### config.mk
export PLATFORM = sky130hd
export DESIGN_NAME = p2p_mult_scheduler
export DESIGN_NICKNAME = d
export VERILOG_FILES = /design/src/rtl/p2p_mult_scheduler.sv
export SDC_FILE = /design/constraint.sdc
export NUM_CORES = 1
export LEC_CHECK = 0
export ABC_AREA = 1
export CELL_PAD_IN_SITES_DETAIL_PLACEMENT = 1
export CELL_PAD_IN_SITES_GLOBAL_PLACEMENT = 2
export CORE_UTILIZATION = 34
export CTS_CLUSTER_DIAMETER = 80
export CTS_CLUSTER_SIZE = 30
export DETAILED_ROUTE_END_ITERATION = 16
export PLACE_DENSITY_LB_ADDON = 0.1
export SLEW_MARGIN = 5
export SYNTH_ARGS = -nofsm -noshare
export SYNTH_HDL_FRONTEND = slang
export SYNTH_SLANG_ARGS = --single-unit
### constraint.sdc
create_clock -name clk_i -period 5.15 [get_ports clk_i]
set_clock_uncertainty 0.15 [all_clocks]
set_input_delay 1.2875 -clock clk_i [delete_from_list [all_inputs] [get_ports clk_i]]
set_output_delay 1.2875 -clock clk_i [all_outputs]
set_load 0.05 [all_outputs]
### src/rtl/p2p_mult_scheduler.sv
// rtl/p2p_mult_scheduler.sv - round-robin scheduler for the element-wise multiply engine
// Loads SIZE operands per job, then streams a[i]*coef[i] with backpressure.
module p2p_mult_scheduler #(
  parameter int SIZE = 16,
  parameter int DW   = 8,
  parameter int AW   = 4
) (
  input  logic            clk_i,
  input  logic            rst_ni,
  input  logic [1:0]      req_i,
  output logic [1:0]      gnt_o,
  output logic            busy_o,
  input  logic            in_valid_i,
  input  logic [DW-1:0]   in_data_i,
  output logic            in_ready_o,
  input  logic            coef_we_i,
  input  logic [AW-1:0]   coef_addr_i,
  input  logic [DW-1:0]   coef_data_i,
  output logic            cfg_err_o,
  output logic            out_valid_o,
  input  logic            out_ready_i,
  output logic [2*DW-1:0] out_data_o,
  output logic [AW-1:0]   out_idx_o,
  output logic            done_o,
  output logic            abort_o
);

  typedef enum logic [1:0] {S_IDLE, S_LOAD, S_COMPUTE, S_DONE} state_e;

  state_e          state_q;
  logic [AW:0]     cnt_q;
  logic            owner_q, last_owner_q;
  logic [1:0]      gnt_q;
  logic            busy_q, in_ready_q, out_valid_q, done_q, abort_q, cfg_err_q;
  logic [2*DW-1:0] out_data_q;
  logic [AW-1:0]   out_idx_q;
  logic [DW-1:0]   coef_q [SIZE];
  logic [DW-1:0]   buf_q  [SIZE];

  logic            owner_d;
  logic [AW-1:0]   cidx_d;
  logic [2*DW-1:0] prod_d;
  logic            issue_d, out_hs_d, in_hs_d;

  // With both requesters pending, the one not served last wins.
  always_comb begin
    owner_d = req_i[1];
    if (req_i == 2'b11) owner_d = ~last_owner_q;
  end

  // cnt_q[AW] set in COMPUTE means all SIZE products have been issued.
  assign cidx_d   = cnt_q[AW-1:0];
  assign prod_d   = {{DW{1'b0}}, buf_q[cidx_d]} * {{DW{1'b0}}, coef_q[cidx_d]};
  assign issue_d  = (!out_valid_q || out_ready_i) && !cnt_q[AW];
  assign out_hs_d = out_valid_q && out_ready_i;
  assign in_hs_d  = in_valid_i && in_ready_q;

  always_ff @(posedge clk_i or negedge rst_ni) begin
    if (!rst_ni) begin
      state_q      <= S_IDLE;
      cnt_q        <= '0;
      owner_q      <= 1'b0;
      last_owner_q <= 1'b1;
      gnt_q        <= 2'b00;
      busy_q       <= 1'b0;
      in_ready_q   <= 1'b0;
      out_valid_q  <= 1'b0;
      out_data_q   <= '0;
      out_idx_q    <= '0;
      done_q       <= 1'b0;
      abort_q      <= 1'b0;
      cfg_err_q    <= 1'b0;
      for (int i = 0; i < SIZE; i++) begin
        coef_q[i] <= '0;
        buf_q[i]  <= '0;
      end
    end else begin
      done_q    <= 1'b0;
      abort_q   <= 1'b0;
      cfg_err_q <= 1'b0;

      if (coef_we_i) begin
        if (state_q == S_IDLE) coef_q[coef_addr_i] <= coef_data_i;
        else                   cfg_err_q <= 1'b1;
      end

      case (state_q)
        S_IDLE: begin
          if (req_i != 2'b00) begin
            state_q    <= S_LOAD;
            owner_q    <= owner_d;
            gnt_q      <= owner_d ? 2'b10 : 2'b01;
            busy_q     <= 1'b1;
            in_ready_q <= 1'b1;
            cnt_q      <= '0;
          end
        end
        S_LOAD: begin
          if (!req_i[owner_q]) begin
            abort_q      <= 1'b1;
            state_q      <= S_IDLE;
            gnt_q        <= 2'b00;
            busy_q       <= 1'b0;
            in_ready_q   <= 1'b0;
            cnt_q        <= '0;
            last_owner_q <= owner_q;
          end else if (in_hs_d) begin
            buf_q[cidx_d] <= in_data_i;
            if (cnt_q == (AW+1)'(SIZE-1)) begin
              state_q    <= S_COMPUTE;
              in_ready_q <= 1'b0;
              cnt_q      <= '0;
            end else begin
              cnt_q <= cnt_q + 1'b1;
            end
          end
        end
        S_COMPUTE: begin
          if (issue_d) begin
            out_valid_q <= 1'b1;
            out_data_q  <= prod_d;
            out_idx_q   <= cidx_d;
            cnt_q       <= cnt_q + 1'b1;
          end else if (out_hs_d) begin
            out_valid_q <= 1'b0;
          end
          if (out_hs_d && out_idx_q == AW'(SIZE-1)) begin
            state_q <= S_DONE;
            done_q  <= 1'b1;
          end
        end
        S_DONE: begin
          state_q      <= S_IDLE;
          gnt_q        <= 2'b00;
          busy_q       <= 1'b0;
          cnt_q        <= '0;
          last_owner_q <= owner_q;
        end
        default: state_q <= S_IDLE;
      endcase
    end
  end

  assign gnt_o       = gnt_q;
  assign busy_o      = busy_q;
  assign in_ready_o  = in_ready_q;
  assign cfg_err_o   = cfg_err_q;
  assign out_valid_o = out_valid_q;
  assign out_data_o  = out_data_q;
  assign out_idx_o   = out_idx_q;
  assign done_o      = done_q;
  assign abort_o     = abort_q;

endmodule

==> metrics.txt, run 1 <==
r2r worst-path depth=25; commonest non-fill, non-tap cell in the layout=nand2_1; Place WS=-334.4 ps; Root Driver=clkbuf_16; IO Port Bufs=54; VDD IR-drop max=~890 uV; Power Density=808.3 nW/um^2; Setup crit end kind=register; Sink Count=a little under 300; total CTS buffers=24; endpoints failing setup=0; proportion of layout cells with a drive suffix above 1=0.1944; detailed-route wire length=50870 um; area delta synth->final=25.57%; die height=around 220 um; Final Hold Vio Count=0; Synth warnings=0; die area=between 40000 and 50000 um^2; DP HPWL=~35000 um; final slew viol count=0; Remaining DRCs=0; placed cells=approximately 2600; finished layout cell area=approximately 20000 um^2; status=completed; Final #Nets=roughly 2200; drt via density=approximately 5; largest net degree at the start of global routing=about 110; final setup TNS=0 ps; Rows=between 70 and 80; gpl congestion=0.8465; clock slew at reported path FFs=~90 ps; fin crit period=between 5000 and 6000 ps; Worst Hold Launch=out_data_o[14]; CP max FO=7; Slew headroom=0.3641; Crit path required time=between 5000 and 6000 ps; DRT iter0 DRCs=803; Most common cell on crit path=fa_1; Top Ports=55; H-tree Lvls=1; maximum buffer depth of the clock tree=3; total gr overflow=0; maximum capacitance violations=0; vias=~14000; initial antenna violation count=0; Buf/Inv on CP=7; first-pass GRT wire length=between 80000 and 90000 um; cell area after synthesis=15620 um^2; Worst Slack Setup Final=61.61 ps; CP delay by family, top=adder cells; FF-to-FF Start=cnt_q[0]; area of the core=~45000 um^2; r2r setup slk=a little over 60 ps; antenna cells=0; Least-Margin Pin Slew=roughly 950 ps; RSZ-0062 raised after global routing=true; flops & latches, synth=slightly below 300; final std cells w/o fill=around 2700; Syn Inst Count=just under 2000; Setup CP Type=register to register; GRT Util Overall=0.2164; Routed Antenna Nets=0; later-pin clock latency in the skew report=between 500 and 600 ps; Avg Cell Area, Syn=between 7 and 8 um^2; syn nets=between 2000 and 2500; Wirelength per Cell=~19 um; register area share after synthesis=0.4694; Synth cell types=33; Reg-to-Reg End=out_data_o[14]; WHS Endpoint=out_data_o[14]; static leakage=between 9 and 10 nW; WHS Path Cells=2; Initial Util=0.3442; CTS tree=built; Startpoint Class=register; WP data arrival=about 5400 ps; TritonRoute pass-1 iters=5; Fmax=0.1965 GHz; vias in the first global route=13979; most frequent cells in the layout=nand2_1, dfrtp_1, o21ai_0; die width=around 220 um; worst hold-check path type=register to register; Slowest-stage cell, CP=dfrtp_4; Final Cycle Share=0.9880; Filler cells=roughly 5400; max incr delay on CP=between 500 and 600 ps; cell area after placement=17430 um^2
worst register-to-register path, stage by stage (launching register included):
cell	delay [ps]
dfrtp_4	570
buf_8	170
buf_12	140
buf_12	140
o21ai_2	110
o22ai_2	90
nand2_1	90
nand2_2	60
nor2_4	100
buf_6	120
buf_6	120
nor2_4	40
fa_1	500
fa_1	510
fa_1	560
inv_2	40
fa_1	510
inv_2	50
ha_4	310
nand2_4	90
nor2_4	160
nand3_2	100
nand3_2	70
nand2_1	50
nand3_1	60
nand2_1	50
per-layer routing:
metal | up-vias | global-route usage | share of wire
met1 | 6827 | 0.3092 | 0.49
met3 | 47 | 0.02611 | 0.030
met4 | 0 | 0.03850 | 0.015
li1 | 6569 | - | -
met2 | 176 | 0.3546 | 0.46
met5 | - | 0 | 0
how the worst max path moves through the flow:
stage	from	to	slack, ps	depth (start not counted)
floorplan	cnt_q[0]	out_data_o[8]	230	26
global placement	cnt_q[0]	out_data_o[13]	-270	25
detailed placement	cnt_q[0]	out_data_o[13]	-330	25
CTS	cnt_q[0]	out_data_o[13]	0.9	27
global route	cnt_q[0]	out_data_o[12]	-180	23
finish	cnt_q[0]	out_data_o[14]	60	25
flip-flops by register name, indices dropped and copies added (netlist names), 2 cells and up, named ones only:
register,flops
out_data_o,16
buf_q,128
cnt_q,5
coef_q,128
gnt_o,2
out_idx_o,4
kinds of logic after synthesis:
| group | after synthesis | synth area share |
|---|---|---|
| AND/OR/NAND/NOR | 862 | 0.2215 |
| AO/OA/AOI/OAI | 465 | 0.1548 |
| flip-flops | 293 | 0.4694 |
| buffers and inverters | 248 | 0.06840 |
| adder cells (fa/ha/maj) | 82 | 0.08298 |
| XOR/XNOR | 5 | 0.002803 |
power breakdown:
| group | leakage, nW | switching (mW) | total [mW] | internal, mW |
|---|---|---|---|---|
| combinational | 4.99 | 5.84 | 10.5 | 4.62 |
| sequential | 3.92 | 0.402 | 3.34 | 2.94 |
| clock | 0.404 | 1.07 | 2.05 | 0.983 |
| total | 9.31 | 7.31 | 15.9 | 8.55 |
cell usage after synthesis:
cell type / n / area share
o22ai_1: 28 / 0.011
dfstp_2: 1 / 0.0017
buf_1: 8 / 0.0019
nor3_1: 3 / 0.00096
inv_2: 6 / 0.0014
nand4_1: 17 / 0.0068
buf_4: 1 / 0.00048
o21bai_1: 1 / 0.00048
nand2_1: 536 / 0.13
or2_2: 1 / 0.00040
clkbuf_1: 61 / 0.015
nand3_4: 1 / 0.0011
o31ai_1: 1 / 0.00048
a21oi_1: 10 / 0.0032
o21ai_1: 125 / 0.040
a21o_1: 1 / 0.00048
buf_2: 17 / 0.0054
o21ai_2: 10 / 0.0056
xor2_1: 1 / 0.00056
inv_1: 140 / 0.034
xnor2_1: 4 / 0.0022
buf_6: 15 / 0.011
nor2_1: 226 / 0.054
nand2_2: 16 / 0.0064
dfrtp_1: 292 / 0.47
nand3b_1: 1 / 0.00048
nor2_4: 4 / 0.0029
fa_1: 36 / 0.046
nand3_1: 43 / 0.014
nor2_2: 14 / 0.0056
a21oi_4: 1 / 0.0010
ha_1: 46 / 0.037
o21ai_0: 288 / 0.092
cell type report:
cell class | instances | area (um^2) | share of cell area
Inverter | 146 | 565.5 | 0.02883
Timing Repair inverter | 1 | 6.256 | 0.0003189
Multi-Input combinational cell | 1414 | 7956 | 0.4056
Clock inverter | 19 | 257.7 | 0.01314
Sequential cell | 293 | 7338 | 0.3741
Tap cell | 600 | 750.7 | 0.03827
Timing Repair Buffer | 206 | 2136 | 0.1089
Clock buffer | 25 | 604.3 | 0.03081
through the flow:
step | utilization | total power, mW | hold WS (ps)
after floorplan | - | 7.928 | 297.8
after global placement | 0.3841 | 10.74 | 310.0
after detailed placement | 0.3841 | 10.85 | 317.1
after CTS | 0.4159 | 14.36 | 337.7
after global routing | 0.4322 | 17.20 | 347.8
final | 0.4322 | 15.85 | 333.1
what timing repair did:
item,4_1_cts,5_1_grt
setup buffers,17,15
hold endpoints to repair,0,0
pin swaps,57,84
resized for setup,106,175
hold buffers,0,0
cloned,3,5
setup endpoints to repair,9,10
Note: power is estimated with default switching activity, not from simulation.
==> run 2, diff against run 1 <==
--- a/config.mk
+++ b/config.mk
@@ -11,3 +11,3 @@
 export CORE_UTILIZATION = 34
-export CTS_CLUSTER_DIAMETER = 80
+export CTS_CLUSTER_DIAMETER = 30
 export CTS_CLUSTER_SIZE = 30
--- a/constraint.sdc
+++ b/constraint.sdc
@@ -4,2 +4,2 @@
 set_output_delay 1.2875 -clock clk_i [all_outputs]
-set_load 0.05 [all_outputs]
+set_load 0.1 [all_outputs]
==> run 2 against run 1 <==
  * Core utilization increased by 4.3 points
  * Largest cell class unchanged
  * Critical path type unchanged
  * Routed wire length grew 1.5%
  * Sequential share of layout area fell by 3.4 points
==> metrics.txt, run 2 (same netlist as run 1, synthesis figures left out) <==
Startpoint Class=register; GRT busiest layer=met2; Worst Slack Setup Final=roughly 58 ps; H-tree Lvls=3; Design Power=19.10 mW; Final Cycle Share=0.9887; die area=about 47000 um^2; Logic pwr share=0.524; drt via density=4.967; CTS tree=built; Fmax=between 0.15 and 0.2 GHz; most frequent cells in the layout=nand2_1, dfrtp_1, o21ai_0; WHS=326.6 ps; antenna cells=0; later-pin clock latency in the skew report=around 620 ps; Place WS=-334.4 ps; Root Driver=clkbuf_16; die width=216.3 um; initial antenna violation count=0; worst hold-check path type=register to register; Final #Nets=between 2000 and 2500; Top Ports=55; Setup CP Type=register to register; NetSw=slightly below 8 mW; Wirelength per Cell=between 15 and 20 um; DRT iter0 DRCs=728; Final Hold Vio Count=0; total CTS buffers=between 90 and 100; switch share=0.4092; vias in the first global route=14740; CP max FO=8; M2 GR Usage=0.3630; IO Port Bufs=54; area of the core=45380 um^2; largest net degree at the start of global routing=between 100 and 150; Clock power frac=0.299; maximum buffer depth of the clock tree=3; Remaining DRCs=0; WP data arrival=5440 ps; fin crit period=around 5100 ps; TritonRoute pass-1 iters=4; clock slew at reported path FFs=40 ps; Least-Margin Pin Slew=~1000 ps; vias=13992; grt met1 use=0.3100; static leakage=just over 10 nW; met3 global-route usage=0.03635; Int Pwr=between 10 and 15 mW; Slew headroom=0.3303; GRT Util Overall=0.2266; final slew viol count=0; Power Density=886.1 nW/um^2; Filler cells=5294; DP HPWL=~35000 um; RSZ-0062 raised after global routing=true; Sink Count=between 200 and 300; cts hold-fix bufs=0; VDD IR-drop max=~860 uV; Final Util=0.4750; first-pass GRT wire length=roughly 83000 um; commonest non-fill, non-tap cell in the layout=nand2_1; Crit path required time=5500 ps; total gr overflow=0; Reg power frac=0.176; area of the multi-input gates=just under 8000 um^2; proportion of layout cells with a drive suffix above 1=0.2075; Rows=78; area delta synth->final=37.98%; Storage cell area=7338 um^2; die height=roughly 220 um; maximum capacitance violations=0; gpl congestion=between 0.8 and 0.9; endpoints failing setup=0; Setup crit end kind=register; status=completed; Initial Util=0.3442; detailed-route wire length=around 52000 um; Routed Antenna Nets=0
## run 2: changes by cell type in the layout (fill, tap and decap cells not counted), moves of 12 or more
cell	change
clkbuf_1	+14
clkbuf_16	+64
clkbuf_8	+21
clkinv_2	+16
nand2_1	+13
nand2_2	-12
nor2_1	+12
o21ai_0	+18
o21ai_1	-13
## run 2: metrics by stage
step	TNS, ps	instance area (um^2)	cells
3_5_place_dp	-1929	17430	2620
6_report	0	21550	2817
4_1_cts	-69.70	20880	2794
2_1_floorplan	0	15620	1955
3_3_place_gp	-1574	17430	2620
5_1_grt	-863.5	21550	2817
## run 2: routing by layer
layer	vias to the layer above	wire (um)
li1	6738	-
met1	6950	24770
met2	214	24100
met3	90	1539
met4	0	1239
met5	-	0
## run 2: path summary, 6_finish.rpt
| check | startpoint | endpoint | slack (ps) | cells past startpoint |
|---|---|---|---|---|
| setup / recovery | cnt_q[0] | out_data_o[13] | 60 | 25 |
| hold / removal | out_data_o[14] | out_data_o[14] | 330 | 2 |
| setup reg to reg | cnt_q[0] | out_data_o[13] | 60 | 25 |
| hold reg to reg | out_data_o[14] | out_data_o[14] | 330 | 2 |
| max in group asynchronous | rst_ni | done_o | 3110 | 2 |
| min in group asynchronous | rst_ni | gnt_o[1] | 630 | 1 |
## run 2: layout make-up
type | count | area share
Multi-Input combinational cell | 1414 | 0.3601
Timing Repair inverter | 1 | 0.0002902
Timing Repair Buffer | 198 | 0.09044
Clock inverter | 38 | 0.02612
Sequential cell | 293 | 0.3405
Clock buffer | 127 | 0.1217
Inverter | 146 | 0.02612
Tap cell | 600 | 0.03483
## run 2: power groups by stage
stage | registers, mW | clock network [mW] | logic, mW
after floorplan | 3.76 | 0 | 4.44
after global placement | 3.34 | 0 | 7.67
after detailed placement | 3.36 | 0 | 7.77
after CTS | 3.35 | 5.80 | 8.49
after global routing | 3.45 | 5.94 | 11.2
final | 3.37 | 5.72 | 10.0
## run 2: timing repair
| action | in CTS | in global routing |
|---|---|---|
| pin swaps | 16 | 60 |
| cloned | 1 | 2 |
| gates resized for setup | 49 | 157 |
| setup buffers | 8 | 21 |
| setup endpoints to repair | 9 | 10 |
## run 2: worst max-delay path, cell delays in order (launching register included)
cell and delay, ps:
dfrtp_4 560, buf_8 180, buf_12 140, buf_12 140, o21ai_4 120, o22ai_2 110, nand2_1 120, nand2_2 80
nor2_4 170, nor2_4 60, fa_1 550, inv_2 40, fa_1 530, inv_1 50, fa_1 470, inv_1 50
fa_1 510, inv_2 50, ha_4 300, nand2_4 80, nor2_2 110, nand3_1 120, nand3_2 100, nand2_2 50
nand3_2 60, nand2_1 50
